**config.mk**
```make
export PLATFORM = sky130hd
export DESIGN_NAME = oled_cmd_dispatcher
export DESIGN_NICKNAME = d
export VERILOG_FILES = /design/src/rtl/oled_cmd_dispatcher.sv
export SDC_FILE = /design/constraint.sdc
export NUM_CORES = 1
export LEC_CHECK = 0
export ABC_AREA = 1
export CAP_MARGIN = 20
export CELL_PAD_IN_SITES_DETAIL_PLACEMENT = 1
export CELL_PAD_IN_SITES_GLOBAL_PLACEMENT = 1
export CORE_AREA = 2 2 368 279
export DETAILED_ROUTE_END_ITERATION = 12
export DIE_AREA = 0 0 370 281
export PLACE_DENSITY = 0.76
export SLEW_MARGIN = 25
export SYNTH_ARGS = -nofsm -noshare
export SYNTH_HDL_FRONTEND = slang
export SYNTH_SLANG_ARGS = --single-unit
```
**constraint.sdc**
```tcl
create_clock -name clk -period 2.9 [get_ports clk]
set_input_delay 0.435 -clock clk [delete_from_list [all_inputs] [get_ports clk]]
set_output_delay 0.435 -clock clk [all_outputs]
set_load 0.02 [all_outputs]
```
**src/rtl/oled_cmd_dispatcher.sv**
```systemverilog
// Drawing-command table plus dispatcher: walks every entry on a start edge and
// serializes each valid entry into SSD1331 command bytes over a valid/ready stream.
module oled_cmd_dispatcher #(
  parameter int ENTRIES     = 8,
  parameter int WAIT_CYCLES = 1000,
  localparam int AW = (ENTRIES > 1) ? $clog2(ENTRIES) : 1
) (
  input  logic          clk,
  input  logic          rst_n,
  input  logic          WE_bar,
  input  logic [AW-1:0] Addr,
  input  logic [95:0]   DataIn,
  input  logic          start,
  output logic          busy,
  output logic          done,
  output logic [7:0]    tx_data,
  output logic          tx_dc,
  output logic          tx_valid,
  input  logic          tx_ready
);

  localparam int WW = (WAIT_CYCLES > 1) ? $clog2(WAIT_CYCLES) : 1;

  // Stream handshake: a byte moves on the rising edge where tx_valid && tx_ready.
  // tx_valid/tx_data are registered; once tx_valid rises, tx_data holds and
  // tx_valid stays high until that byte is taken.

  typedef enum logic [2:0] {
    S_IDLE,
    S_LOAD,
    S_FILL0,
    S_FILL1,
    S_SEND,
    S_WAIT,
    S_NEXT
  } state_t;

  state_t        state;
  logic [95:0]   table_q [ENTRIES];
  logic [95:0]   shadow;
  logic [AW-1:0] index;
  logic [3:0]    k;
  logic [3:0]    n_bytes;
  logic [WW-1:0] wait_cnt;
  logic          start_q;

  logic [95:0]   cur;
  logic [3:0]    cur_code;
  logic [3:0]    cur_n;
  logic          xfer;

  function automatic logic [3:0] byte_count(input logic [3:0] code);
    case (code)
      4'd1:    return 4'd5;
      4'd2:    return 4'd7;
      4'd3:    return 4'd8;
      4'd4:    return 4'd11;
      default: return 4'd0;
    endcase
  endfunction

  // Byte idx counts from the opcode at [87:80] downwards in 8-bit steps.
  function automatic logic [7:0] byte_at(input logic [95:0] e, input logic [3:0] idx);
    logic [6:0]  lo;
    logic [95:0] sh;
    lo = 7'd80 - {idx, 3'b000};
    sh = e >> lo;
    return sh[7:0];
  endfunction

  assign cur      = table_q[index];
  assign cur_code = cur[91:88];
  assign cur_n    = byte_count(cur_code);
  assign xfer     = tx_valid && tx_ready;
  assign tx_dc    = 1'b0;

  always_ff @(posedge clk or negedge rst_n) begin
    if (!rst_n) begin
      for (int i = 0; i < ENTRIES; i++) table_q[i] <= '0;
    end else if (!WE_bar && int'(Addr) < ENTRIES) begin
      table_q[Addr] <= DataIn;
    end
  end

  always_ff @(posedge clk or negedge rst_n) begin
    if (!rst_n) begin
      state    <= S_IDLE;
      shadow   <= '0;
      index    <= '0;
      k        <= '0;
      n_bytes  <= '0;
      wait_cnt <= '0;
      start_q  <= 1'b0;
      busy     <= 1'b0;
      done     <= 1'b0;
      tx_valid <= 1'b0;
      tx_data  <= 8'h00;
    end else begin
      start_q <= start;
      done    <= 1'b0;
      case (state)
        S_IDLE: begin
          if (start && !start_q) begin
            busy  <= 1'b1;
            index <= '0;
            state <= S_LOAD;
          end
        end
        S_LOAD: begin
          shadow   <= cur;
          n_bytes  <= cur_n;
          k        <= '0;
          wait_cnt <= '0;
          if (cur_n == 4'd0) begin
            state <= S_NEXT;
          end else if (cur_code == 4'd4) begin
            tx_data  <= 8'h26;
            tx_valid <= 1'b1;
            state    <= S_FILL0;
          end else begin
            tx_data  <= cur[87:80];
            tx_valid <= 1'b1;
            state    <= S_SEND;
          end
        end
        S_FILL0: begin
          if (xfer) begin
            tx_data <= {7'b0, shadow[92]};
            state   <= S_FILL1;
          end
        end
        S_FILL1: begin
          if (xfer) begin
            tx_data <= shadow[87:80];
            state   <= S_SEND;
          end
        end
        S_SEND: begin
          if (xfer) begin
            if (k == n_bytes - 4'd1) begin
              tx_valid <= 1'b0;
              wait_cnt <= '0;
              state    <= S_WAIT;
            end else begin
              k       <= k + 4'd1;
              tx_data <= byte_at(shadow, k + 4'd1);
            end
          end
        end
        S_WAIT: begin
          // WAIT_CYCLES of 0 or 1 both spend exactly one cycle here.
          if (WAIT_CYCLES <= 1 || wait_cnt == WW'(WAIT_CYCLES - 1)) begin
            state <= S_NEXT;
          end else begin
            wait_cnt <= wait_cnt + 1'b1;
          end
        end
        S_NEXT: begin
          if (index == AW'(ENTRIES - 1)) begin
            done  <= 1'b1;
            busy  <= 1'b0;
            state <= S_IDLE;
          end else begin
            index <= index + 1'b1;
            state <= S_LOAD;
          end
        end
        default: state <= S_IDLE;
      endcase
    end
  end

endmodule

```
Yosys cells after proc, flatten, opt, wreduce, memory -nomap -nowiden
Cells that the tools add are included.
{"block": "classes", "add_sub_neg": 5, "magnitude_cmp": 3, "n_eq_ne": 24, "shift": 1, "mux": 43, "n_bitwise": 2, "n_reduce_logical": 17}
{"op": "$bwmux W768", "n": 1}
{"op": "$bmux W96 S3", "n": 1}
{"op": "$demux W96 S3", "n": 1}
{"op": "$mux W96", "n": 3}
{"op": "$shr A96 B7 Y8", "n": 1}
{"op": "$mux W8", "n": 6}
{"op": "$pmux W8 S4", "n": 1}
{"op": "$mux W10", "n": 3}
{"op": "$mux W3", "n": 10}
{"op": "$pmux W10 S3", "n": 1}
{"op": "$ne A2 B2 Y1 const B", "n": 11}
{"op": "$pmux W3 S7", "n": 1}
{"op": "$pmux W4 S4", "n": 1}
{"op": "$eq A3 B3 Y1 const B", "n": 4}
{"op": "$reduce_and A6 Y1", "n": 2}
{"op": "$add A10 B1 Y10 const B", "n": 1}
{"op": "$eq A10 B10 Y1 const B", "n": 1}
{"op": "$reduce_and A3 Y1", "n": 3}
{"op": "$eq A4 B2 Y1 const B", "n": 2}
{"op": "$ge A4 B4 Y1 const B", "n": 2}
{"op": "$mux W1", "n": 8}
{"op": "$mux W4", "n": 2}
{"op": "$not A3 Y4", "n": 2}
{"op": "$pmux W4 S2", "n": 1}
{"op": "20 further kinds", "n": 26}
{"block": "totals", "register_bits": 900, "output_inout_bits": 12, "elab_cells": 114}

Depth between registers and ports, before layout
{"block": "logic_depth", "ltp_word": 9, "mapped_depth": 16}

Least setup slack after synthesis
OpenSTA, ideal clock, no wires.
{"block": "synth_timing", "path_type": "reg-to-reg", "start": "reg k[0]", "end": "reg tx_data[0]", "setup_time_ns": 0.116, "arrival_ns": 1.879, "t_required_ns": 2.784, "path_slack_ns": 0.905, "path_stages_with_launch": 16, "cell_sequence": "dfrtp_1 buf_4 inv_4 ha_1 inv_1 nand2_1 nand2_1 inv_2 buf_2 nand2_1 nand3_1 nand3_1 nand3_1 nand3_1 nand2_1 nand2_1"}
{"block": "synth_via", "elab_chain_cells": 6}
{"element": "start, declared", "line_no": "42", "rtl": "logic [3:0] k;"}
{"element": "start signal, assigned", "line_no": "145", "rtl": "k <= k + 4'd1;"}
{"element": "$add A4 B1 Y4", "line_no": "146", "rtl": "tx_data <= byte_at(shadow, k + 4'd1);"}
{"element": "$sub A7 B7 Y7", "line_no": "66", "rtl": "lo = 7'd80 - {idx, 3'b000};"}
{"element": "$shr A96 B7 Y8", "line_no": "67", "rtl": "sh = e >> lo;"}
{"element": "$mux W8", "line_no": "140", "rtl": "if (k == n_bytes - 4'd1) begin"}
{"element": "$mux W8", "line_no": "139", "rtl": "if (xfer) begin"}
{"element": "$pmux W8 S4", "line_no": "101", "rtl": "case (state)"}
{"element": "end signal, assigned", "line_no": "121", "rtl": "tx_data <= cur[87:80];"}
{"element": "end signal, assigned", "line_no": "134", "rtl": "tx_data <= shadow[87:80];"}
{"element": "end signal, assigned", "line_no": "146"}
{"element": "end, declared", "line_no": "16", "rtl": "output logic [7:0] tx_data,"}
Several ways; a longest one is shown, not always the timed one. The select of a mux whose other input is x is not followed.
A chain may end at the register's enable or synchronous reset.

Final worst setup path
{"block": "layout_timing", "start": "reg k[0]", "end": "reg tx_data[2]"}
The elaborated chain is that of the path after synthesis.

==> flow_summary.ini <==
[clock_tree]
cts_made_buffers = 92
h-tree-depth = 3
clkTransAtPathRegs_ns = 0.06
clock_latency_ns = 0.70
cts_tree = done
cts_setup_buffers = 0
cts.sinks = 900
cts_root_buf = clkbuf_16
clock_path_buffers = 3

[critical_path]
crit_end = tx_data[2]
cp_max_fo = 33
crit_slowest_cell = dfrtp_2
regToRegEndpoint = tx_data[2]
crit_path_end_kind = flop
critPathArrivalTime_ns = 3.13
rr_startpoint = k[0]
path_common_cell = nand2_1
startpoint = k[0]
required_ns = 3.51
reg2reg_depth = 13
slowest_delay_ns = 0.43
path_cells = buf_4 > ha_1 > inv_1 > nand2_1 > nand2_1 > nand2_1 > nand2_1 > nand3_1 > nand3_1 > nand3_1 > nand2_1 > nand2_1 > o21ai_2
path_class = reg -> reg
r2r_slack_ns = 0.38
critPathLaunchType = flop

[timing]
skew_ns = 0.0373
final_max_slew_viol_count = 0
hold_viol_final = 0
relSlewSlack_pct = 44.8
fin_crit_sh_pct = 87.0
setup_viol = 0
tightest_slew_ns = 0.828
rsz0062_at_grt = no
setup_tns_ns = 0
period_needed_ns = 2.52
fmax_mhz = 397

[layout]
multi_input_area_sq_um = 15200
fin_area_sq_um = 46200
nFillCells = 11700
post-route-util_pct = 46.0
layout_commonest_cell = o21ai_0
drive_above_1_share_pct = 6.82
fin_nets = 4783
layout_common_cells = o21ai_0, nand2_1, dfrtp_1
antenna_cells = 0
final-seq-area_sq_um = 22500
syn_to_final_growth_pct = 15.6

[synth]
synth_top_cell_area_share_pct = 56.4
synth-edff-count = 0
synth_cell_type_count = 40
yosys.area.top_type = dfrtp_1
synth_area_leaders = dfrtp_1, o21ai_0, nand2_1, nor2_1, o221ai_1
ys_seq_elements = 900
syn_area_sq_um = 39900
ys.flop_type = dfrtp_1
syn_nets = 4808
synth_cells = 4698
ys.warnings.count = 0
syn_avg_cell_area_sq_um = 8.50
ys_seq_area_share_pct = 56.4
async_flop_share_pct = 100

[global_route]
grt_pass1_vias = 35300
grt-ovfl-total = 0
grt_usage_pct = 25.3
grt_max_degree = 113
grt_first_pass_wirelength_microns = 208000
grt_antenna_before_repair = 0

[floorplanning]
initial_utilization_pct = 39.7
die-area_sq_um = 104000
row_count = 101
boundaryPins = 116
die_x_microns = 370
core_region_area_sq_um = 100000
die_h_microns = 281

[route]
num_vias = 34000
ant_nets = 0
wl_per_cell_microns = 21.4
via_per_inst = 5.58
drt-pass1-iter-count = 6
drt_iter0_drc = 2833
drc = 0
drt_wl_total_microns = 130000

[power_and_ir_drop]
p_per_area_nw_per_um2 = 925
ir_drop_mv = 0.454
p_leak_nw = 21.6
p_total_mw = 42.7

[place]
numPortBuffers = 114
place.gp.congestion = 0.844
dp_hpwl_microns = 79700
dpl_cell_area_sq_um = 42900

[job]
cap_violations = 0

[run_status]
outcome = finished, final reports clean

[hold_path]
hold_path.class = in -> reg
[worst min-delay path by stage]
stage,to,from,slack [ns],cells after the start
2_1_floorplan,busy,rst_n,0.14,0
3_3_place_gp,table_q[16],rst_n,0.43,1
3_5_place_dp,table_q[16],rst_n,0.43,1
4_1_cts,start_q,start,0.18,1
5_1_grt,start_q,start,0.21,1
6_report,start_q,start,0.23,1
[critical path, delay by kind of cell, from the launching register on]
family	cells	cell delay, ns
compound gates	1	0.14
fa+ha+maj	1	0.28
buf+inv	2	0.33
flops	1	0.43
simple gates	9	1.27
[report_power, final]
part	internal [mW]	leakage, nW	switching [mW]
Combinational	4.12	8.65	8.59
Clock	7.71	1.63	5.32
Sequential	15.3	11.4	1.67
[cell families (layout without fill, tap and decap cells)]
group / count (synthesis) / count (layout) / share of synthesized area [%]
AND/OR/NAND/NOR: 1745 / 1745 / 17.2
AO/OA/AOI/OAI: 1473 / 1473 / 20.2
flip-flops: 900 / 900 / 56.4
buffers and inverters: 562 / 613 / 5.78
XOR/XNOR: 11 / 11 / 0.241
adder cells (fa/ha/maj): 6 / 6 / 0.188
other: 1 / 1 / 0.00939
[layout make-up]
cell class	instances	share of cell area [%]
multi-input combinational	3236	32.8
timing repair buffer	234	5.82
clock buffer	135	6.01
clock inverter	35	1.13
inverter	209	1.75
sequential	900	48.8
tap	1339	3.63
[cells in the mapped netlist (2+ instances only)]
cell type	n
ha_1	6
inv_1	202
buf_1	5
xnor2_1	2
a22oi_1	5
buf_4	12
nand2_1	1134
nor3_1	6
nand3_2	2
nor2_1	443
dfrtp_1	900
o21ai_1	73
nand2_4	3
a21oi_1	18
inv_2	5
nand4_1	4
nand2_2	14
buf_6	7
nand3_1	132
clkbuf_1	271
o211ai_1	34
nor2_4	3
o221ai_1	143
o21ai_2	4
o22ai_1	35
xor2_1	9
buf_2	51
clkbuf_2	5
o21ai_0	1158
buf_8	2
[through the flow]
step                hold WS [ns]  cells  setup slack, ns
detailed placement         0.427   5917            0.395
finish                     0.227   6088            0.378
global route               0.211   6088            0.158
CTS                        0.177   6088            0.384
floorplan                  0.139   4698            0.905
global placement           0.430   5917            0.496
[layer usage]
| metal | up-vias | global-route usage [%] | wire length, microns |
|---|---|---|---|
| met2 | 744 | 40.4 | 59900 |
| met1 | 17400 | 36.1 | 61400 |
| met3 | 194 | 3.64 | 5870 |
| met5 | - | 0 | 0 |
| met4 | 0 | 6.55 | 2870 |
| li1 | 15700 | - | - |
[registers in the layout, summed over array words and instances (netlist names)]
signal    flops
shadow       96
n_bytes       4
tx_data       8
busy          1
start_q       1
k             4
index         3
wait_cnt     10
tx_valid      1
state         3
done          1
table_q     768
[timing repair]
action / in CTS / in global routing
hold buffers: 1 / 0
hold endpoints to repair: 38 / 0
setup endpoints to repair: 0 / 0
gates resized for setup: 0 / 0
No activity file was read; power rests on OpenSTA's default activity.
